## src/rtl/mm_pkg.sv

```systemverilog
// Shared matrix-multiply datapath definitions: default vector geometry and
// the packer state encoding.
package mm_pkg;

    localparam int unsigned DEFAULT_N    = 32;
    localparam int unsigned DEFAULT_BITS = 32;

    typedef enum logic {
        S_FILL,
        S_HOLD
    } packer_state_t;

endpackage

```

## src/rtl/vec_packer.sv

```systemverilog
// Serial-to-parallel packer: N BITS-wide beats -> one N*BITS vector, lane k at [k*BITS +: BITS].
// Optional VEC_PACKER_PAD_EN: in_last closes a short vector with zero-padded upper lanes.
module vec_packer
    import mm_pkg::*;
#(
    parameter int unsigned N    = DEFAULT_N,
    parameter int unsigned BITS = DEFAULT_BITS
) (
    input  logic                   clk,
    input  logic                   rst_n,
    input  logic [BITS-1:0]        in_data,
    input  logic                   in_valid,
    input  logic                   in_last,
    output logic                   in_ready,
    output logic [N*BITS-1:0]      out_vec,
    output logic                   out_valid,
    input  logic                   out_ready,
    output logic [$clog2(N+1)-1:0] out_count
);

    localparam int unsigned IW = $clog2(N);
    localparam int unsigned CW = $clog2(N + 1);

    packer_state_t          state_q, state_d;
    logic [IW-1:0]          idx_q, idx_d;
    logic [N-1:0][BITS-1:0] fill_q, fill_d;
    logic [N-1:0][BITS-1:0] vec_q, vec_d;
    logic [CW-1:0]          count_q, count_d;
    logic                   accept;
    logic                   close;

    assign out_valid = (state_q == S_HOLD);
    assign in_ready  = !out_valid || out_ready;
    assign accept    = in_valid && in_ready;
    assign out_vec   = vec_q;
    assign out_count = count_q;

`ifdef VEC_PACKER_PAD_EN
    assign close = accept && ((idx_q == IW'(N - 1)) || in_last);
`else
    logic unused_in_last;
    assign unused_in_last = in_last;
    assign close = accept && (idx_q == IW'(N - 1));
`endif

    always_comb begin
        state_d = state_q;
        idx_d   = idx_q;
        fill_d  = fill_q;
        vec_d   = vec_q;
        count_d = count_q;

        if (accept) begin
            fill_d[idx_q] = in_data;
            idx_d         = idx_q + IW'(1);
        end

        if (out_valid && out_ready) begin
            state_d = S_FILL;
        end

        // Completing beat bypasses the fill register; lanes above it are zeroed for short rows.
        if (close) begin
            idx_d   = '0;
            count_d = CW'(idx_q) + CW'(1);
            state_d = S_HOLD;
            for (int k = 0; k < int'(N); k++) begin
                if (k == int'(idx_q)) begin
                    vec_d[k] = in_data;
                end else if (k < int'(idx_q)) begin
                    vec_d[k] = fill_q[k];
                end else begin
                    vec_d[k] = '0;
                end
            end
        end
    end

    always_ff @(posedge clk or negedge rst_n) begin
        if (!rst_n) begin
            state_q <= S_FILL;
            idx_q   <= '0;
            fill_q  <= '0;
            vec_q   <= '0;
            count_q <= '0;
        end else begin
            state_q <= state_d;
            idx_q   <= idx_d;
            fill_q  <= fill_d;
            vec_q   <= vec_d;
            count_q <= count_d;
        end
    end

endmodule

```

## config.mk

```make
export PLATFORM = sky130hd
export DESIGN_NAME = vec_packer
export DESIGN_NICKNAME = d
export VERILOG_FILES = /design/src/rtl/mm_pkg.sv /design/src/rtl/vec_packer.sv
export SDC_FILE = /design/constraint.sdc
export NUM_CORES = 2
export LEC_CHECK = 0
export CORE_UTILIZATION = 35
export DETAILED_ROUTE_END_ITERATION = 10
export SLEW_MARGIN = 10
export SYNTH_ARGS = -nofsm -noshare
export SYNTH_HDL_FRONTEND = slang
export SYNTH_SLANG_ARGS = --single-unit
```

## constraint.sdc

```tcl
create_clock -name clk -period 3.5 [get_ports clk]
set_input_delay 0.7 -clock clk [delete_from_list [all_inputs] [get_ports clk]]
set_output_delay 0.7 -clock clk [all_outputs]
set_load 0.005 [all_outputs]
```

==> reports/qor.csv <==
metric,value,unit
Worst Setup End Kind,flop,
syn_area_per_cell,12.5,sq um
final wirelength,317000,microns
"slowest stage delay, CP",0.99,ns
Post-synth EDFFs,0,
die area,238000,sq um
CTS Buf Count,214,
GR Util All Layers,0.261,
CTS H-tree lvls,4,
Pre-antenna DRT Iters,6,
clk_skew,0.0433,ns
Final ANT Viol Nets,0,
"CTS clk-pin slew, worst paths",0.06,ns
Max Cap Violations,0,
PD cells,816,nW/um^2
Worst EP arrival,3.88,ns
synthesized net count,6668,
Max Fclk,0.325,GHz
Yosys cell types,60,
sequential element share of the synthesized area,0.614,
area delta synth->final,27.1,%
CP Data Required Time,4.30,ns
share of the synthesized area in the top cell type,0.614,
# setup viols final,0,
TNS Setup,0,ns
RD Place Congestion,0.831,
share of layout cells above drive strength 1,0.210,
number of remaining DRC errors,0,
row cnt,178,
Min-Delay Path Class,in2reg,
setup bufs post-CTS,0,
max-slew violation count,0,
Root Buffer,clkbuf_16,
final worst slack,0.422,ns
prevailing post-synth register cell,dfrtp_1,
Worst path slowest cell,nor2_4,
register bit total from synthesis,2028,
P_leak,48.7,nW
worst rel slew slack,0.165,
fin nets,7473,
worst path cell trace,ha_2 > and3_1 > ha_1 > nand3_4 > nor2_4 > buf_4 > a221o_1,
CP Launch Type,flop,
Cells after Synth,6625,
IO Port Bufs,1067,
drt via density,5.67,
Final Cycle Share,0.879,
Yosys warnings,0,
Synth area leaders,"dfrtp_1 (61%), mux2_2 (11%), a221oi_1 (4.7%)",
DRT iter0 DRCs,6115,
Reg2Reg Setup Slack,0.42,ns
die width,488,microns
most frequent cells in the layout,"dfrtp_1 (2026), clkdlybuf4s50_1 (1034), nor2_1 (964)",
actual slew at the worst max-slew pin,1.25,ns
initial antenna violation count,17,
"non-filler cells, final",10800,
Tmin final,3.08,ns
critical path type,reg2reg,
Clock Path Buffers,3,
Final Hold Violating Endpoints,0,
Hold WS,0.208,ns
Vias,61100,
worst-path fanout max,22,
post-detail-place hpwl,202000,microns
first-pass GRT wire length,450000,microns
Cells after DPL,10400,
mapped cell area,82700,sq um
largest net degree at the start of global routing,149,
global route overflow,0,
Final Cell Area,105000,sq um
largest area contributor in the netlist,dfrtp_1,
"most common cell after layout, fill and taps aside",dfrtp_1,
RSZ-0062 raised after global routing,false,
Place WS,0.283,ns
TritonCTS clock tree,yes,
worst vdd rail ir drop,0.514,mV
Initial Util,0.352,
DP Area,97500,sq um
Synth async-reset ratio,1.00,
post-DR wirelength/cell,29.4,microns
Core ar.,235000,sq um
Clock Sink Count,2028,
status,"finished, final reports clean",
die height,488,microns
clock latency on the worst-skew pair,0.88,ns
# IOs,1069,
vias in the first global route,60500,
## cell type report
class	count	area, sq um
Multi-Input combinational cell	3695	28500
Inverter	162	611
Clock inverter	85	1230
Sequential cell	2028	50800
Fill cell	21400	130000
Tap cell	3150	3940
Clock buffer	314	6390
Timing Repair Buffer	1329	13700
Antenna cell	7	17.5
## metrics by stage
step | util | power, mW
after floorplan | - | 47.1
after global placement | 0.415 | 60.8
after detailed placement | 0.415 | 61.7
after CTS | 0.447 | 86.2
after global routing | 0.447 | 89.8
final | 0.448 | 85.8
## registers in the layout (all words and copies together), names as in the netlist
name       flops
out_valid      1
idx_q          5
out_vec     1024
out_count      6
fill_q       992
## layer usage
metal	global-route usage	share of wire	vias up
li1	-	-	25600
met1	0.355	0.42	32400
met2	0.398	0.45	2640
met3	0.0586	0.083	520
met4	0.113	0.046	2
met5	0	0.000032	-
## kinds of logic after synthesis
logic type,after synthesis,synth area share
DFF,2028,0.614
and+or+nand+nor,1541,0.0818
AOI/OAI and AO/OA,1123,0.118
muxes,1024,0.139
buffers and inverters,902,0.0471
adders and majority gates,6,0.000908
xor gates and xnor gates,1,0.000106
## path summary, 6_finish.rpt
| kind | from | end | cells after the start |
|---|---|---|---|
| min in group asynchronous | rst_n | fill_q[346] | 2 |
| worst max-delay path | idx_q[0] | out_vec[138] | 7 |
| worst min-delay path | in_data[22] | out_vec[1014] | 3 |
| worst min register to register | out_vec[896] | out_vec[896] | 2 |
| worst max register to register | idx_q[0] | out_vec[138] | 7 |
| max in group asynchronous | rst_n | out_vec[803] | 4 |
## what timing repair did
| item | CTS | global route |
|---|---|---|
| hold buffers | 1 | 0 |
| endpoints found under the hold margin | 50 | 0 |
| setup endpoints to repair | 0 | 0 |
| gates resized for setup | 0 | 0 |
## critical path: cells and delay by family, from the launching register on
family / cells / cell delay [ns]
simple gates: 3 / 1.45
buf+inv: 1 / 0.39
compound gates: 1 / 0.18
flops: 1 / 0.40
fa+ha+maj: 2 / 0.55
## power by group
| group | switching, mW | internal [mW] | total [mW] |
|---|---|---|---|
| registers | 5.59 | 32.2 | 37.8 |
| logic | 11.1 | 12.6 | 23.7 |
| clock network | 10.0 | 14.3 | 24.3 |
## synthesized netlist by cell type (6+ instances only)
master,number
a221oi_1,447
mux2_1,156
buf_2,272
buf_4,12
nand2_1,207
and3_1,99
and2_0,65
buf_6,16
clkbuf_1,439
or3_1,13
nand2b_1,9
nand3_1,34
inv_1,158
dfrtp_1,2028
and2_1,96
nor3_1,8
o21ai_0,100
ha_1,6
o21ai_1,8
nor2_1,975
nor2_2,8
mux2_2,836
a21oi_1,40
a221o_1,256
a31oi_1,34
mux2i_1,32
a222oi_1,156
a32oi_1,64
(Power assumes the default switching activity.)
